===== config.mk =====
export PLATFORM = sky130hd
export DESIGN_NAME = kmap_sweep_ctrl
export DESIGN_NICKNAME = d
export VERILOG_FILES = /design/src/rtl/kmap_sweep_ctrl.sv
export SDC_FILE = /design/constraint.sdc
export NUM_CORES = 1
export LEC_CHECK = 0
export BUFFER_PORTS_ARGS = -buffer_cell sky130_fd_sc_hd__buf_2
export CAP_MARGIN = 10
export CORE_ASPECT_RATIO = 0.6
export CORE_UTILIZATION = 59
export CTS_CLUSTER_SIZE = 20
export DETAILED_ROUTE_END_ITERATION = 8
export PLACE_DENSITY = 0.85
export RECOVER_POWER = 25
export SETUP_SLACK_MARGIN = 0.05
export SLEW_MARGIN = 10
export SYNTH_ARGS = -nofsm -noshare
export SYNTH_HDL_FRONTEND = slang
export SYNTH_SLANG_ARGS = --single-unit

===== constraint.sdc =====
create_clock -name clk -period 4.84 [get_ports clk]
set_input_delay 0.726 -clock clk [delete_from_list [all_inputs] [get_ports clk]]
set_output_delay 0.726 -clock clk [all_outputs]
set_load 0.05 [all_outputs]

===== src/rtl/kmap_sweep_ctrl.sv =====
// Exhaustive 16-vector sweep of a 4-input function, sampled into a truth table and checked against a mask.
// Optional build macro MISMATCH_STOP_EN: end the sweep at the first mismatching vector.
module kmap_sweep_ctrl #(
    parameter int SETTLE = 2
) (
    input  logic        clk,
    input  logic        rst_n,
    input  logic        start,
    input  logic [15:0] exp_mask,
    input  logic        f_in,
    output logic        a,
    output logic        b,
    output logic        c,
    output logic        d,
    output logic        busy,
    output logic        done,
    output logic [15:0] result,
    output logic        pass,
    output logic [4:0]  err_cnt,
    output logic [3:0]  err_idx
);

    typedef enum logic [1:0] {
        ST_IDLE,
        ST_SETTLE,
        ST_SAMPLE,
        ST_DONE
    } state_t;

    localparam logic [3:0] CNT_INIT = 4'(SETTLE - 1);

    state_t      state, state_n;
    logic [3:0]  idx, idx_n;
    logic [3:0]  cnt, cnt_n;
    logic [15:0] mask, mask_n;
    logic [15:0] result_n;
    logic [4:0]  err_cnt_n;
    logic [3:0]  err_idx_n;
    logic        pass_n;
    logic        miss;
    logic        stop;

    always_ff @(posedge clk or negedge rst_n) begin
        if (!rst_n) begin
            state   <= ST_IDLE;
            idx     <= 4'd0;
            cnt     <= 4'd0;
            mask    <= 16'd0;
            result  <= 16'd0;
            err_cnt <= 5'd0;
            err_idx <= 4'd0;
            pass    <= 1'b0;
        end else begin
            state   <= state_n;
            idx     <= idx_n;
            cnt     <= cnt_n;
            mask    <= mask_n;
            result  <= result_n;
            err_cnt <= err_cnt_n;
            err_idx <= err_idx_n;
            pass    <= pass_n;
        end
    end

    always_comb begin
        state_n   = state;
        idx_n     = idx;
        cnt_n     = cnt;
        mask_n    = mask;
        result_n  = result;
        err_cnt_n = err_cnt;
        err_idx_n = err_idx;
        pass_n    = pass;
        miss      = (f_in != mask[idx]);
`ifdef MISMATCH_STOP_EN
        stop      = miss || (idx == 4'd15);
`else
        stop      = (idx == 4'd15);
`endif
        case (state)
            ST_IDLE: begin
                if (start) begin
                    state_n   = ST_SETTLE;
                    idx_n     = 4'd0;
                    cnt_n     = CNT_INIT;
                    mask_n    = exp_mask;
                    result_n  = 16'd0;
                    err_cnt_n = 5'd0;
                    err_idx_n = 4'd0;
                    pass_n    = 1'b0;
                end
            end
            ST_SETTLE: begin
                if (cnt == 4'd0) state_n = ST_SAMPLE;
                else             cnt_n   = cnt - 4'd1;
            end
            ST_SAMPLE: begin
                result_n[idx] = f_in;
                if (miss) begin
                    err_cnt_n = err_cnt + 5'd1;
                    // err_cnt still zero means this is the first failing vector.
                    if (err_cnt == 5'd0) err_idx_n = idx;
                end
                if (stop) begin
                    state_n = ST_DONE;
                    pass_n  = (err_cnt_n == 5'd0);
                end else begin
                    state_n = ST_SETTLE;
                    idx_n   = idx + 4'd1;
                    cnt_n   = CNT_INIT;
                end
            end
            ST_DONE: state_n = ST_IDLE;
            default: state_n = ST_IDLE;
        endcase
    end

    assign {a, b, c, d} = idx;
    assign busy         = (state != ST_IDLE);
    assign done         = (state == ST_DONE);

endmodule


==> results of run 1 <==
[sequential cells by signal (all words and copies together) (netlist names)]
| register | count |
|---|---|
| cnt | 4 |
| err_cnt | 5 |
| err_idx | 4 |
| idx | 4 |
| mask | 16 |
| pass | 1 |
| result | 16 |
| state | 2 |
[through the flow]
step	cell area, µm²	util
3_5_place_dp	2856	0.6893
4_1_cts	2968	0.7162
3_3_place_gp	2856	0.6893
6_report	2964	0.7153
2_1_floorplan	2571	-
5_1_grt	2964	0.7153
[area by class of cell]
class                           count  area (µm²)  share of cell area
Clock buffer                        5       68.82             0.02322
Clock inverter                      3       42.54             0.01435
Inverter                           10       37.54             0.01266
Multi-Input combinational cell    180        1172              0.3955
Sequential cell                    52        1301              0.4390
Tap cell                           60       75.07             0.02533
Timing Repair Buffer               53       266.5             0.08991
[power by group through the flow]
| stage | clock (mW) | sequential (mW) | combinational (mW) |
|---|---|---|---|
| 6_report | 0.297 | 0.615 | 0.522 |
| 5_1_grt | 0.324 | 0.632 | 0.580 |
| 4_1_cts | 0.302 | 0.615 | 0.524 |
| 3_5_place_dp | 0 | 0.623 | 0.518 |
| 3_3_place_gp | 0 | 0.617 | 0.498 |
| 2_1_floorplan | 0 | 0.629 | 0.389 |
[layout by cell type, fill, tap and decap left out, types with 2 or more instances in the layout]
master	instances
a21oi_1	3
a22o_1	2
and2_1	2
and2_4	2
buf_2	51
clkbuf_8	5
dfrtp_1	52
ha_1	7
inv_1	9
mux2i_1	5
mux4_1	3
mux4_2	2
nand2_1	71
nand2b_1	5
nand3_1	6
nand4_1	2
nor2_1	7
nor3_1	4
o211ai_1	10
o21ai_0	14
o311ai_0	4
o31ai_1	10
o41ai_1	4
[cells by family (layout without fill, tap and decap cells)]
kind of cell | after synthesis | count (layout)
AOI/OAI and AO/OA | 53 | 53
and+or+nand+nor | 106 | 106
buffers and inverters | 24 | 71
DFF | 52 | 52
adders and majority gates | 7 | 7
xor gates and xnor gates | 3 | 3
muxes | 11 | 11
[layer usage]
layer	GRT usage	share of wire
met3	0.05304	0.056
met1	0.3992	0.48
met4	0.04918	0.0030
met5	0	0
met2	0.4291	0.46
[final timing paths]
kind,to,cells after the start
worst min register to register,mask[15],2
min in group asynchronous,result[8],2
max in group clk,pass,6
worst max register to register,pass,6
worst max-delay path,mask[14],2
worst min-delay path,mask[15],2
==> results.toml, run 1 <==
[power]
power.internal_mw = 0.8798
power.density_nw_per_um2 = 483.9
leakagePower_nw = 1.490
sw_frac_of_total = 0.3866
switchingPower_mw = 0.5545
irDropWorstVdd_uv = 259.1
p_total_mw = 1.434
pwr-share-clk = 0.207
p_comb_frac = 0.364
p_seq_frac = 0.429

[clock_network]
numCtsBuffers = 5
cts_tree = "built"
cts-root-buf = "clkbuf_8"
cts_buffer_depth = 2
clock_latency_ns = 0.30
numClockSinks = 52
cts_max_level = 2
ctsHoldBuffers = 0
path_clk_slew_ns = 0.09
post_cts_buffers = 0
cts_resized = 0

[detailed_routing]
dr.first_iter.drc_count = 127
drc_errors = 0
drt_wl_total_um = 5723
wl_per_cell_um = 15.77
vias = 2062
firstDrtPassIters = 4
via_per_inst = 5.680
ant_nets = 0

[floorplanning]
rows = 18
dieWidth_um = 87.23
ios = 52
die_y_um = 53.14
initial_core_util = 0.6205
die-area_um2 = 4635
core_area_um2 = 4144

[timing]
slew_viol_final = 53
fin_setup_tns_ns = 0
clock_skew_ns = 0.01273
worst_slack_ns = 1.874
finalSetupViolations = 0
fmax_mhz = 337.1
post-route-min-period_ns = 2.966
hold-worst-slack_ns = 0.4792
fin_crit_sh = 0.6129
rsz0062_at_grt = "false"
slew-limit-headroom = -0.8449
finalHoldViolations = 0
worst_pin_slew_ns = 2.767

[cells_and_area]
nNetsFinal = 329
drive_above_1_share = 0.2310
fillCellCount = 351
fin_cells = 363
synthToLayoutAreaGrowth_pct = 15.28
antennaDiodeCount = 0

[placement]
numPortBuffers = 51
gp_congestion = 0.8036
dp.cells = 355
place_hpwl_um = 3913
post-place-ws_ns = 2.025

[synth]
ys_seq_area_frac = 0.5061
synth_common_cells = "nand2_1 (71), dfrtp_1 (52), o21ai_0 (14), clkbuf_1 (12)"
ys.flop_type = "dfrtp_1"
syn_inst = 256
yosys.cell_types.count = 42
synth_seq_cells = 52
synth.avg_cell_area_um2 = 10.04
synthTopCellsByArea = "dfrtp_1 (51%), nand2_1 (10%), ha_1 (3.4%), mux4_1 (3.1%), o211ai_1 (2.9%)"
yosysWarnings = 0
yosysMostFrequentCell = "nand2_1"
netlist.area_leader.share = 0.5061
synth-xor-area-share = 0.01752
synth_area_um2 = 2571
async_flop_share = 1.000
synth-edff-count = 0
synthAdderAreaFrac = 0.03406
yosysTopAreaCell = "dfrtp_1"
syn_nets = 283
yosys.area_share.simple = 0.1869
synth_top_family_by_area = "simple AND/OR/NAND/NOR gates"
synthMuxAreaShare = 0.07202
synth_compound_area_frac = 0.1455

[critical_path]
critPathMaxStageDelay_ns = 1.94
cp_slowest_cell = "clkbuf_1"
worstSetupStartpointType = "input port"
rr_startpoint = "idx[0]"
cp_data_arrival_time_ns = 2.79
worstPathRequired_ns = 4.66
r2r_slack_ns = 2.21
critPathLaunch = "rst_n"
crit_buf_inv = 2
cp_cell_sequence = "buf_2, clkbuf_1"
crit_family = "buffers and inverters"
critPathKind = "in2async"
cp-end-kind = "asynchronous set/reset pin"
cp_max_fo = 52

[global_routing]
gr-total-overflow = 0
grtUsageTotal = 0.2726
antenna_found_initial = 0
grt_pass1_wl_um = 9315
grt_max_degree = 53
grt_pass1_vias = 1880

[outcome]
status = "finished, violations left"
violations = "capacitance limit, slew limit"

[worst_hold_path]
hold_path.class = "reg2reg"
min_from = "mask[15]"

[flow_run]
cap_violations = 1
(Power assumes the default switching activity.)
==> run 2, diff against run 1 <==
ABC_AREA = 1   (was not set)
CORE_UTILIZATION = 50   (was 59)
PLACE_DENSITY = 0.76   (was 0.85)
clock period = 2.6 ns   (was 4.84 ns; I/O delays follow)
==> run 2 against run 1 <==
  * The run now ends clean
  * Power increased by 120%
  * Routed wire length up 6.6%
  * Cell area up 4.8%
  * Clock-buffer cell count grew 3
  * Critical path type is now reg2reg
  * Synthesized cell count increased by 33%
  * Largest cell class unchanged
  * Utilization down 11 points
==> results.toml, run 2 <==
[outcome]
status = "finished, final reports clean"

[synth]
synth_seq_cells = 52
yosysMostFrequentCell = "nand2_1"
yosys.area_share.simple = 0.2729
synth-edff-count = 0
synth_common_cells = "nand2_1 (96), inv_1 (54), dfrtp_1 (52), nand3_1 (34), o21ai_0 (34)"
yosysWarnings = 0
synthAdderAreaFrac = 0.03254
synthTopCellsByArea = "dfrtp_1 (48%), nand2_1 (13%), inv_1 (7.5%), nand3_1 (6.3%), o21ai_0 (6.3%)"
netlist.area_leader.share = 0.4835
synth.avg_cell_area_um2 = 7.916
syn_nets = 367
ys.flop_type = "dfrtp_1"
syn_inst = 340
yosysTopAreaCell = "dfrtp_1"
synth_compound_area_frac = 0.1051
synth_area_um2 = 2691
synth-xor-area-share = 0.01302
synthMuxAreaShare = 0
ys_seq_area_frac = 0.4835
async_flop_share = 1.000
synth_top_family_by_area = "simple AND/OR/NAND/NOR gates"
yosys.cell_types.count = 28

[power]
leakagePower_nw = 1.764
power.density_nw_per_um2 = 1023
irDropWorstVdd_uv = 550.6

[floorplanning]
initial_core_util = 0.5246
die-area_um2 = 5690
ios = 52
rows = 20
dieWidth_um = 96.72
die_y_um = 58.83
core_area_um2 = 5130

[timing]
clock_skew_ns = 0.004429
slew_viol_final = 0
post-route-min-period_ns = 2.114
fin_setup_tns_ns = 0
fin_crit_sh = 0.8132
rsz0062_at_grt = "false"
worst_pin_slew_ns = 1.278
finalSetupViolations = 0
fmax_mhz = 472.9
finalHoldViolations = 0
slew-limit-headroom = 0.1483

[clock_network]
cts_buffer_depth = 2
ctsHoldBuffers = 0
cts_resized = 0
cts_max_level = 2
clock_latency_ns = 0.30
path_clk_slew_ns = 0.09
post_cts_buffers = 0
cts_tree = "built"
numCtsBuffers = 5
numClockSinks = 52
cts-root-buf = "clkbuf_8"

[cells_and_area]
final_cell_mix = "nand2_1 (96), inv_1 (54), dfrtp_1 (52)"
nNetsFinal = 421
fin_cells = 461
final_common_cell = "nand2_1"
antennaDiodeCount = 0
drive_above_1_share = 0.1924
top_regs = "mask x16, result x16, err_cnt x5"
synthToLayoutAreaGrowth_pct = 15.43

[global_routing]
grt_pass1_wl_um = 10410
grt_max_degree = 53
gr-total-overflow = 0
grtUsageTotal = 0.2330
grt_pass1_vias = 2222
antenna_found_initial = 0

[critical_path]
worstSetupStartpointType = "register"
critPathKind = "reg2reg"
rr_startpoint = "idx[0]"
cp-end-kind = "register"
ff2ff_path_depth = 14
cp_data_arrival_time_ns = 2.36
critPathLaunch = "idx[0]"
cp_max_fo = 16
worstPathRequired_ns = 2.84

[placement]
numPortBuffers = 51
gp_congestion = 0.9061
dp.cells = 453
place_hpwl_um = 4588

[worst_hold_path]
min_path_cells = 3
hold_path.class = "in2reg"
min_from = "exp_mask[1]"

[detailed_routing]
dr.first_iter.drc_count = 207
via_per_inst = 5.059
vias = 2332
ant_nets = 0
drt_wl_total_um = 6100
wl_per_cell_um = 13.23
drc_errors = 0
firstDrtPassIters = 7

[flow_run]
cap_violations = 0
==> run 2: cell count changes after synthesis, moves of 5 or more <==
cell,before,now
nand3_1,6,34
o31ai_1,10,3
mux2i_1,5,0
nand2b_1,5,0
inv_1,9,54
nand2_1,71,96
nand2_2,0,7
o21ai_0,14,34
clkbuf_1,12,5
o211ai_1,10,0
nor2_1,7,14
==> run 2: critical path, cell delays in order (launching register included) <==
cell and delay (ns):
dfrtp_1 0.67, inv_2 0.20, nand2_1 0.11, nand3_1 0.08
nand2_1 0.09, nand2_1 0.06, nand2_2 0.10, inv_1 0.06
nand2_2 0.10, nand2_4 0.07, nand2_4 0.09, nand4_4 0.13
nand2_4 0.11, nand3_1 0.07, nand2_1 0.09
==> run 2: area by class of cell <==
type                    count  area [µm²]
fillers                   462        2023
multi-input cells         224        1140
clock buffers               8       90.09
inverters                  56       210.2
flip-flops and latches     52        1301
repair buffers             55       282.8
well taps                  66       82.58
==> run 2: cells by family (layout without fill, tap and decap cells) <==
group | after synthesis | after routing
buffers and inverters | 64 | 119
and+or+nand+nor | 162 | 162
adders and majority gates | 7 | 7
DFF | 52 | 52
xor gates and xnor gates | 4 | 4
AOI/OAI and AO/OA | 51 | 51
==> run 2: power breakdown <==
part           switching [mW]  internal [mW]  total [mW]  leakage (nW)
registers               0.152           1.03        1.18         0.688
clock network           0.250          0.218       0.468        0.0455
logic                    1.09          0.445        1.53          1.03
total                    1.49           1.69        3.18          1.76
==> run 2: path summary, 6_finish.rpt <==
check,end,slack (ns)
min in group asynchronous,mask[2],0.44
min reg2reg,cnt[0],0.50
max,err_idx[0],0.49
min,mask[1],0.30
max in group asynchronous,err_cnt[1],1.39
max reg2reg,err_idx[0],0.49
==> run 2: stage by stage <==
step                total power [mW]  hold slack (ns)  area, µm²  utilization  setup slack (ns)
CTS                            3.186           0.2205       3109       0.6061            0.5021
global placement               2.656           0.4769       3019       0.5885            0.6648
finish                         3.180           0.2961       3107       0.6056            0.4856
global route                   3.447           0.2922       3107       0.6056            0.2820
detailed placement             2.710           0.4900       3019       0.5885            0.5701
floorplan                      2.347          0.09441       2691            -            0.6373
==> run 2: layer usage <==
metal | vias up | wire length [µm] | track usage
li1 | 1181 | - | -
met1 | 1076 | 3178 | 0.3303
met2 | 68 | 2532 | 0.3692
met3 | 7 | 343 | 0.05344
met4 | 0 | 45 | 0.05330
met5 | - | 0 | 0
==> run 3, diff against run 2 <==
ABC_AREA = 0   (was 1)
CORE_UTILIZATION = 49   (was 50)
PLACE_DENSITY = 0.75   (was 0.76)
clock period = 1.9 ns   (was 2.6 ns; I/O delays follow)
==> run 3 against run 2 <==
  * The run now ends with setup timing left
  * Power up 25%
  * Sequential power up 33%
  * Die area down 2.4%
  * Routed wire length down 8.0%
  * Hold slack worse by 0.14 ns
  * Via count down 9.6%
  * Global-route usage down 1.1 points
  * Sequential cell count unchanged
  * Cell area up 1.6%
  * Clock skew up 0.0073 ns
  * Register-to-register slack worse by 0.91 ns
  * Largest cell class unchanged
  * Largest power group unchanged
  * Highest routed layer unchanged
==> results.toml, run 3 (synthesis results as in run 1) <==
[outcome]
status = "finished, violations left"
violations = "setup timing"

[floorplanning]
dieWidth_um = 95.52
core_area_um2 = 4802
die_y_um = 58.11
ios = 52
die-area_um2 = 5551
rows = 19
initial_core_util = 0.5354

[cells_and_area]
fin_cells = 388
nNetsFinal = 351
top_regs = "mask x16, result x16, err_cnt x5"
final_common_cell = "nand2_1"
regArea_um2 = 1304
final_cell_mix = "nand2_1 (71), dfrtp_1 (50), buf_2 (50)"
synthToLayoutAreaGrowth_pct = 22.77
multiInputGateArea_um2 = 1194
fillCellCount = 420
antennaDiodeCount = 0
drive_above_1_share = 0.3108

[power]
p_seq_frac = 0.396
sw_frac_of_total = 0.3738
p_total_mw = 3.977
power.internal_mw = 2.491
power.density_nw_per_um2 = 1260
leakagePower_nw = 1.584
switchingPower_mw = 1.487
p_comb_frac = 0.416
pwr-share-clk = 0.188
irDropWorstVdd_uv = 961.5

[timing]
fin_crit_sh = 1.223
rsz0062_at_grt = "true"
worst_pin_slew_ns = 0.6140
slew_viol_final = 0
fmax_mhz = 430.4
post-route-min-period_ns = 2.323
slew-limit-headroom = 0.5907
finalSetupViolations = 10
worst_slack_ns = -0.4232
finalHoldViolations = 0
clock_skew_ns = 0.01172

[critical_path]
ff2ff_path_depth = 6
r2r_slack_ns = -0.42
worstSetupStartpointType = "register"
cp_max_fo = 5
critPathKind = "reg2reg"
worstPathRequired_ns = 2.09
cp_data_arrival_time_ns = 2.51
rr_startpoint = "idx[0]"
rr_endpoint = "pass"
cp-end-kind = "register"

[worst_hold_path]
min_path_cells = 3
hold_path_end = "mask[11]"
hold_path.class = "in2reg"
min_from = "exp_mask[11]"

[clock_network]
numCtsBuffers = 5
path_clk_slew_ns = 0.09
cts_max_level = 2
numClockSinks = 52
clock_latency_ns = 0.30
cts_buffer_depth = 2
cts_tree = "built"
cts-root-buf = "clkbuf_8"

[placement]
place_hpwl_um = 3913
dp.cells = 377
gp_congestion = 0.8327
numPortBuffers = 51

[global_routing]
grt_pass1_vias = 1977
grtUsageTotal = 0.2224
grt_pass1_wl_um = 9315
grt_max_degree = 42
antenna_found_initial = 0
gr-total-overflow = 0

[detailed_routing]
drt_wl_total_um = 5614
firstDrtPassIters = 4
wl_per_cell_um = 14.47
dr.first_iter.drc_count = 108
via_per_inst = 5.433
vias = 2108
drc_errors = 0
ant_nets = 0

[flow_run]
cap_violations = 0
==> run 3: worst max-delay path, stage by stage, from the launching register on <==
cell     delay, ns
dfrtp_2       0.46
mux4_2        0.51
mux4_2        0.55
xnor2_4       0.21
and2_4        0.19
mux2i_1       0.21
o31ai_2       0.07
==> run 3: layout make-up <==
cell class              count  area share
flip-flops and latches     52      0.4130
well taps                  63     0.02497
inverters                  10     0.01189
multi-input cells         180      0.3781
clock inverters             1    0.009512
repair buffers             75      0.1383
clock buffers               7     0.02418
==> run 3: how the worst max path moves through the flow <==
stage	startpoint	endpoint	slack (ns)	depth (start not counted)
2_1_floorplan	idx[0]	pass	-0.63	7
3_3_place_gp	idx[0]	pass	-0.40	7
3_5_place_dp	idx[0]	pass	-0.46	7
4_1_cts	idx[0]	pass	-0.42	6
5_1_grt	idx[0]	err_idx[3]	-0.51	6
6_report	idx[0]	pass	-0.42	6
==> run 3: power groups by stage <==
stage               logic (mW)  registers [mW]  clock network [mW]
floorplan                 1.00            1.61                   0
global placement          1.52            1.57                   0
detailed placement        1.55            1.58                   0
CTS                       1.58            1.57               0.762
global route              1.84            1.61               0.800
finish                    1.66            1.57               0.749
==> run 3: timing repair <==
action                                 in CTS  in global routing
hold buffers                                1                  0
setup endpoints to repair                  10                 18
pin swaps                                   3                  4
buffers inserted                            0                  2
endpoints found under the hold margin      11                  0
gates cloned                                0                  0
gates resized for setup                     2                 12
==> run 3: layer usage <==
metal / share of wire / wire length (µm) / up-vias / GRT usage
li1: - / - / 1032 / -
met1: 0.49 / 2759 / 1015 / 0.3214
met2: 0.45 / 2536 / 56 / 0.3490
met3: 0.051 / 289 / 5 / 0.04856
met4: 0.0052 / 29 / 0 / 0.04478
met5: 0 / 0 / - / 0
==> run 3: through the flow <==
stage | util | area, µm² | setup TNS (ns) | worst slack (ns) | hold WS (ns)
detailed placement | 0.6261 | 3007 | -3.969 | -0.4612 | 0.1815
global placement | 0.6261 | 3007 | -3.494 | -0.4026 | 0.1843
floorplan | - | 2562 | -5.744 | -0.6251 | -0.01059
CTS | 0.6514 | 3128 | -3.830 | -0.4219 | 0.1562
global route | 0.6574 | 3157 | -4.755 | -0.5120 | 0.1718
finish | 0.6574 | 3157 | -3.867 | -0.4232 | 0.1599
